==> src/rtl/mem_arbiter_pkg.sv <==
// Shared definitions for the unified-memory arbiter: state encoding,
// port-select codes and the default access latency.
package mem_arbiter_pkg;

    typedef enum logic [1:0] {
        ARB_IDLE  = 2'd0,
        ARB_IBUSY = 2'd1,
        ARB_DBUSY = 2'd2
    } arb_state_e;

    localparam logic SEL_I = 1'b0;
    localparam logic SEL_D = 1'b1;

    localparam int DEFAULT_LAT = 2;

endpackage

==> src/rtl/mem_arbiter_wait_cnt.sv <==
// Loadable down-counter that times one memory access; done_o is high while
// the counter sits at zero, i.e. in the last access cycle.
module arb_wait_cnt
    import mem_arbiter_pkg::*;
#(
    parameter int LAT = DEFAULT_LAT
) (
    input  logic clk_i,
    input  logic rst_ni,
    input  logic load_i,
    input  logic dec_i,
    output logic done_o
);

    localparam int CNT_W = $clog2(LAT) + 1;
    localparam logic [CNT_W-1:0] CNT_INIT = CNT_W'(LAT - 1);

    logic [CNT_W-1:0] cnt_q;
    logic [CNT_W-1:0] cnt_d;

    always_comb begin
        cnt_d = cnt_q;
        if (load_i) begin
            cnt_d = CNT_INIT;
        end else if (dec_i && (cnt_q != '0)) begin
            cnt_d = cnt_q - CNT_W'(1);
        end
    end

    always_ff @(posedge clk_i or negedge rst_ni) begin
        if (!rst_ni) begin
            cnt_q <= '0;
        end else begin
            cnt_q <= cnt_d;
        end
    end

    assign done_o = (cnt_q == '0);

endmodule

==> src/rtl/mem_arbiter.sv <==
// Arbiter sharing one fixed-latency memory port between instruction fetch and
// the data stage, with a fetch anti-starvation streak limit and fetch squash.
module mem_arbiter
    import mem_arbiter_pkg::*;
#(
    parameter int ADDR_W       = 32,
    parameter int DATA_W       = 32,
    parameter int LAT          = DEFAULT_LAT,
    parameter int MAX_D_STREAK = 4
) (
    input  logic                clk,
    input  logic                reset,
    input  logic                if_req,
    input  logic [ADDR_W-1:0]   if_addr,
    input  logic                if_kill,
    output logic [DATA_W-1:0]   if_rdata,
    output logic                if_ready,
    input  logic                dm_req,
    input  logic                dm_we,
    input  logic [ADDR_W-1:0]   dm_addr,
    input  logic [DATA_W-1:0]   dm_wdata,
    input  logic [DATA_W/8-1:0] dm_wstrb,
    output logic [DATA_W-1:0]   dm_rdata,
    output logic                dm_ready,
    output logic                mem_en,
    output logic                mem_we,
    output logic [ADDR_W-1:0]   mem_addr,
    output logic [DATA_W-1:0]   mem_wdata,
    output logic [DATA_W/8-1:0] mem_wstrb,
    input  logic [DATA_W-1:0]   mem_rdata,
    output logic                stallF,
    output logic                stallM,
    output logic                busy
);

    localparam int STRB_W   = DATA_W / 8;
    localparam int STREAK_W = $clog2(MAX_D_STREAK + 1);
    localparam logic [STREAK_W-1:0] STREAK_MAX = STREAK_W'(MAX_D_STREAK);

    arb_state_e            state_q, state_d;
    logic [STREAK_W-1:0]   streak_q, streak_d;
    logic                  kill_q, kill_d;
    logic                  if_ready_q, if_ready_d;
    logic                  dm_ready_q, dm_ready_d;
    logic [DATA_W-1:0]     if_rdata_q, if_rdata_d;
    logic [DATA_W-1:0]     dm_rdata_q, dm_rdata_d;
    logic [ADDR_W-1:0]     addr_q, addr_d;
    logic                  we_q, we_d;
    logic [DATA_W-1:0]     wdata_q, wdata_d;
    logic [STRB_W-1:0]     wstrb_q, wstrb_d;

    logic                  grant;
    logic                  gsel;
    logic                  i_elig;
    logic                  d_elig;
    logic                  cnt_load;
    logic                  cnt_dec;
    logic                  cnt_done;

    // A port whose ready pulse is showing is still holding its old request.
    assign i_elig = if_req & ~if_ready_q & ~if_kill;
    assign d_elig = dm_req & ~dm_ready_q;

    arb_wait_cnt #(
        .LAT (LAT)
    ) u_wait_cnt (
        .clk_i  (clk),
        .rst_ni (reset),
        .load_i (cnt_load),
        .dec_i  (cnt_dec),
        .done_o (cnt_done)
    );

    always_comb begin
        state_d    = state_q;
        streak_d   = streak_q;
        kill_d     = kill_q;
        if_ready_d = 1'b0;
        dm_ready_d = 1'b0;
        if_rdata_d = if_rdata_q;
        dm_rdata_d = dm_rdata_q;
        addr_d     = addr_q;
        we_d       = we_q;
        wdata_d    = wdata_q;
        wstrb_d    = wstrb_q;
        grant      = 1'b0;
        gsel       = SEL_I;
        cnt_load   = 1'b0;
        cnt_dec    = 1'b0;

        case (state_q)
            ARB_IDLE: begin
                kill_d = 1'b0;
                if (d_elig && !((streak_q == STREAK_MAX) && i_elig)) begin
                    grant = 1'b1;
                    gsel  = SEL_D;
                end else if (i_elig) begin
                    grant = 1'b1;
                    gsel  = SEL_I;
                end

                if (grant) begin
                    cnt_load = 1'b1;
                    if (gsel == SEL_D) begin
                        state_d = ARB_DBUSY;
                        addr_d  = dm_addr;
                        we_d    = dm_we;
                        wdata_d = dm_wdata;
                        wstrb_d = dm_wstrb;
                        // Only data grants that bypass a waiting fetch count.
                        if (!if_req) begin
                            streak_d = '0;
                        end else if (streak_q != STREAK_MAX) begin
                            streak_d = streak_q + STREAK_W'(1);
                        end
                    end else begin
                        state_d  = ARB_IBUSY;
                        addr_d   = if_addr;
                        we_d     = 1'b0;
                        wdata_d  = '0;
                        wstrb_d  = '0;
                        streak_d = '0;
                    end
                end
            end

            ARB_IBUSY: begin
                cnt_dec = 1'b1;
                if (if_kill) begin
                    kill_d = 1'b1;
                end
                if (cnt_done) begin
                    state_d = ARB_IDLE;
                    kill_d  = 1'b0;
                    if (!(kill_q || if_kill)) begin
                        if_ready_d = 1'b1;
                        if_rdata_d = mem_rdata;
                    end
                end
            end

            ARB_DBUSY: begin
                cnt_dec = 1'b1;
                if (cnt_done) begin
                    state_d    = ARB_IDLE;
                    dm_ready_d = 1'b1;
                    if (!we_q) begin
                        dm_rdata_d = mem_rdata;
                    end
                end
            end

            default: begin
                state_d = ARB_IDLE;
            end
        endcase
    end

    always_ff @(posedge clk or negedge reset) begin
        if (!reset) begin
            state_q    <= ARB_IDLE;
            streak_q   <= '0;
            kill_q     <= 1'b0;
            if_ready_q <= 1'b0;
            dm_ready_q <= 1'b0;
            if_rdata_q <= '0;
            dm_rdata_q <= '0;
            addr_q     <= '0;
            we_q       <= 1'b0;
            wdata_q    <= '0;
            wstrb_q    <= '0;
        end else begin
            state_q    <= state_d;
            streak_q   <= streak_d;
            kill_q     <= kill_d;
            if_ready_q <= if_ready_d;
            dm_ready_q <= dm_ready_d;
            if_rdata_q <= if_rdata_d;
            dm_rdata_q <= dm_rdata_d;
            addr_q     <= addr_d;
            we_q       <= we_d;
            wdata_q    <= wdata_d;
            wstrb_q    <= wstrb_d;
        end
    end

    assign busy      = (state_q != ARB_IDLE);
    assign mem_en    = busy;
    assign mem_we    = busy & we_q;
    assign mem_addr  = addr_q;
    assign mem_wdata = wdata_q;
    assign mem_wstrb = wstrb_q;
    assign if_ready  = if_ready_q;
    assign dm_ready  = dm_ready_q;
    assign if_rdata  = if_rdata_q;
    assign dm_rdata  = dm_rdata_q;

    // Stalls are combinational from the requests, so gate them with the
    // asynchronous reset to keep every output low while it is asserted.
    assign stallF = reset & if_req & ~if_ready_q;
    assign stallM = reset & dm_req & ~dm_ready_q;

endmodule

==> config.mk <==
export PLATFORM = sky130hd
export DESIGN_NAME = mem_arbiter
export DESIGN_NICKNAME = d
export VERILOG_FILES = /design/src/rtl/mem_arbiter_pkg.sv /design/src/rtl/mem_arbiter_wait_cnt.sv /design/src/rtl/mem_arbiter.sv
export SDC_FILE = /design/constraint.sdc
export NUM_CORES = 1
export LEC_CHECK = 0
export ABC_AREA = 0
export BUFFER_PORTS_ARGS = -buffer_cell sky130_fd_sc_hd__buf_2
export CAP_MARGIN = 20
export CORE_MARGIN = 2
export CORE_UTILIZATION = 47
export CTS_CLUSTER_DIAMETER = 60
export CTS_CLUSTER_SIZE = 20
export DETAILED_ROUTE_END_ITERATION = 6
export HOLD_SLACK_MARGIN = 0.1
export PLACE_DENSITY = 0.84
export SLEW_MARGIN = 20
export SYNTH_ARGS = -nofsm -noshare
export SYNTH_HDL_FRONTEND = slang
export SYNTH_SLANG_ARGS = --single-unit
==> constraint.sdc <==
create_clock -name clk -period 2 [get_ports clk]
set_input_delay 0.2 -clock clk [delete_from_list [all_inputs] [get_ports clk]]
set_output_delay 0.2 -clock clk [all_outputs]
set_load 0.02 [all_outputs]
==> flow_summary.ini <==
[run_status]
status = finished, final reports clean

[sta]
skew_ns = 0.009277
slew_headroom = 0.5370
rsz0062_at_grt = false
max_freq_mhz = 533.3
tightest_slew_ns = 0.6945
hold_viol = 0
min_period_ns = 1.875
finalCritPeriodShare = 0.9375
fin_ws_ns = 0.1250
slew_viol_final = 0
fin_tns_setup_ns = 0
setup_viol = 0

[routing]
vias_per_cell = 5.436
wl_per_cell_um = 19.46
wl_met2_mm = 9.905
dr.pass1.iters = 5
routed_wirelength_mm = 19.21
top_layer = met4
wl_met1_mm = 6.936
drtAntennaViolNets = 0
wl_met3_mm = 1.635
via_count = 5365
dr.first_iter.drc_count = 619
drc_errors = 0

[flow_run]
drv_cap = 0

[floorplanning]
initial_utilization = 0.4863
io_pins = 277
die_area_um2 = 13500
die_w_um = 116.2
die_y_um = 116.2
core_um2 = 12160
num_rows = 40

[power]
internal_power_uw = 8754
p_total_uw = 14370
switching_power_uw = 5614
power_frac_seq = 0.341
combPwrFrac = 0.428
clkPwrFrac = 0.231
p_leak_uw = 0.004605
powerDensity_nw_per_um2 = 1566
peakVddDrop_v = 0.001099
switching_share = 0.3907

[placed_design]
io_buffer_count = 276
hpwl_mm = 11.21
dp_slack_ns = 0.08088
place_congestion = 0.8498

[cts]
root_buffer = clkbuf_16
insertion_delay_ns = 0.42
cts_tree = yes
htree_num_levels = 4
cts_buffers = 17
clock_path_buffers = 2
worst_setup_hold_path_clk_slew_ns = 0.07
clock-sinks = 143
cts_setup_buffers = 0

[yosys]
ys_top_cells_by_count = dfrtp_1, mux2_2, a22o_1
avgSynthCellArea_um2 = 13.85
ys_warn_count = 0
synth-xor-area-share = 0.001481
synth_edf_count = 0
synth_top_area_cell = dfrtp_1
synth.distinct_cells = 37
synth_top_family_by_area = compound AO/OA/AOI/OAI gates
async_flop_share = 1.000
yosysMostFrequentCell = dfrtp_1
synthMuxAreaShare = 0.1238
ys_seq_area_frac = 0.6050
synthTopCellsByArea = dfrtp_1, mux2_2, a22o_1
ys_ff_latch = 143
synth_top_area_share = 0.6050
netlist_instances = 427
synth-simple-area-share = 0.03046
synthAdderAreaFrac = 0.01269
synth_compound_area_frac = 0.1695
netlist_area_um2 = 5914
synth_nets = 571
synth_ff_type = dfrtp_1

[global_routing]
grt_overflow = 0
antenna_found_initial = 1
grt_usage = 0.2868
grt_pass1_wl_mm = 29.24
grt_max_degree = 84
grt_pass1_vias = 5732

[worst_setup_path]
crit_chain = inv_1 > ha_1 > and4bb_4 > buf_4 > o211ai_1 > o221a_2
crit_arrival_ns = 2.17
cp-end-kind = flop
cpPeakStageDelay_ns = 0.39
slowest_stage = dfrtp_1
worstSetupPathType = flop to flop
critical_path.max_fanout = 22
reg2regPathDepth = 6
required_ns = 2.30
worstSetupStartpointType = flop

[finish]
final_core_util = 0.7542
final_nets = 949
areaGrowthSynthToFinish_pct = 55.09
final_layout_size_suffix_gt1_frac = 0.5061

[min_path]
min_path_type = primary input to async pin
through the flow:
| stage | hold WS [ns] | instance area (um^2) | cells |
|---|---|---|---|
| global placement | 0.009956 | 7473 | 847 |
| CTS | 0.1214 | 9161 | 986 |
| global route | 0.1275 | 9173 | 987 |
| floorplan | -0.09559 | 5914 | 427 |
| detailed placement | 0.01178 | 7473 | 847 |
| finish | 0.1432 | 9173 | 987 |
layout make-up:
cell class | instances | area (um^2)
inverters | 35 | 131.4
clock inverters | 13 | 173.9
diodes | 1 | 2.502
well taps | 168 | 210.2
repair buffers | 395 | 2628
multi-input cells | 213 | 2006
flip-flops and latches | 143 | 3578
clock buffers | 19 | 442.9
fillers | 712 | 2989
repair_timing:
action | CTS | global route
endpoints found under the hold margin | 276 | 0
hold buffers | 107 | 0
endpoints found under the setup margin | 0 | 67
resized for setup | 0 | 3
power groups by stage:
| stage | registers (uW) | logic (uW) | clock network, uW |
|---|---|---|---|
| after global placement | 4790 | 5690 | 0 |
| after detailed placement | 4840 | 5860 | 0 |
| after global routing | 5010 | 6560 | 3480 |
| after floorplan | 6170 | 2490 | 0 |
| final | 4900 | 6160 | 3310 |
| after CTS | 4830 | 6050 | 3340 |
cell usage in the layout (no fill, tap or decap), drive strengths merged, types with 4 or more instances in the layout:
master / count
dfrtp: 143
o211ai: 28
ha: 6
a22o: 39
mux2: 65
clkbuf: 19
o221a: 32
inv: 41
or3: 5
nor2: 6
nor2b: 4
buf: 288
dlygate4sd3: 107
sequential cells by signal (all words and copies together), names as in the netlist, 2 cells and up:
| signal | flops |
|---|---|
| if_rdata | 32 |
| streak_q | 3 |
| state_q | 2 |
| mem_wstrb | 4 |
| u_wait_cnt.cnt_q | 2 |
| mem_wdata | 32 |
| dm_rdata | 32 |
| mem_addr | 32 |
per-layer routing:
metal / track usage / vias to the layer above
met3: 0.09445 / 69
met4: 0.1452 / 0
met2: 0.5025 / 348
met5: 0 / -
li1: - / 2332
met1: 0.3122 / 2616
worst max-delay path: cells and delay by family (launching register included):
kind / cells / cell delay [ns]
flops: 1 / 0.39
fa+ha+maj: 1 / 0.27
compound gates: 2 / 0.30
buf+inv: 2 / 0.39
simple gates: 1 / 0.38
path summary, 6_finish.rpt:
kind	from	endpoint	slack [ns]
worst min-delay path	reset	mem_wdata[31]$_DFFE_PN0N_	0.14
min in group clk	if_req	streak_q[2]$_DFFE_PN0P_	0.15
worst max-delay path	state_q[0]$_DFFE_PN0P_	mem_addr[24]$_DFFE_PN0N_	0.13
worst max register to register	state_q[0]$_DFFE_PN0P_	mem_addr[24]$_DFFE_PN0N_	0.13
max in group asynchronous	reset	mem_addr[26]$_DFFE_PN0N_	0.96
worst min register to register	dm_rdata[7]$_DFFE_PN0P_	dm_rdata[7]$_DFFE_PN0P_	0.49
logic make-up after synthesis:
family                     after synthesis
adders and majority gates                6
DFF                                    143
AOI/OAI and AO/OA                      112
muxes                                   65
buffers and inverters                   71
and+or+nand+nor                         29
xor gates and xnor gates                 1
(Power assumes the default switching activity.)
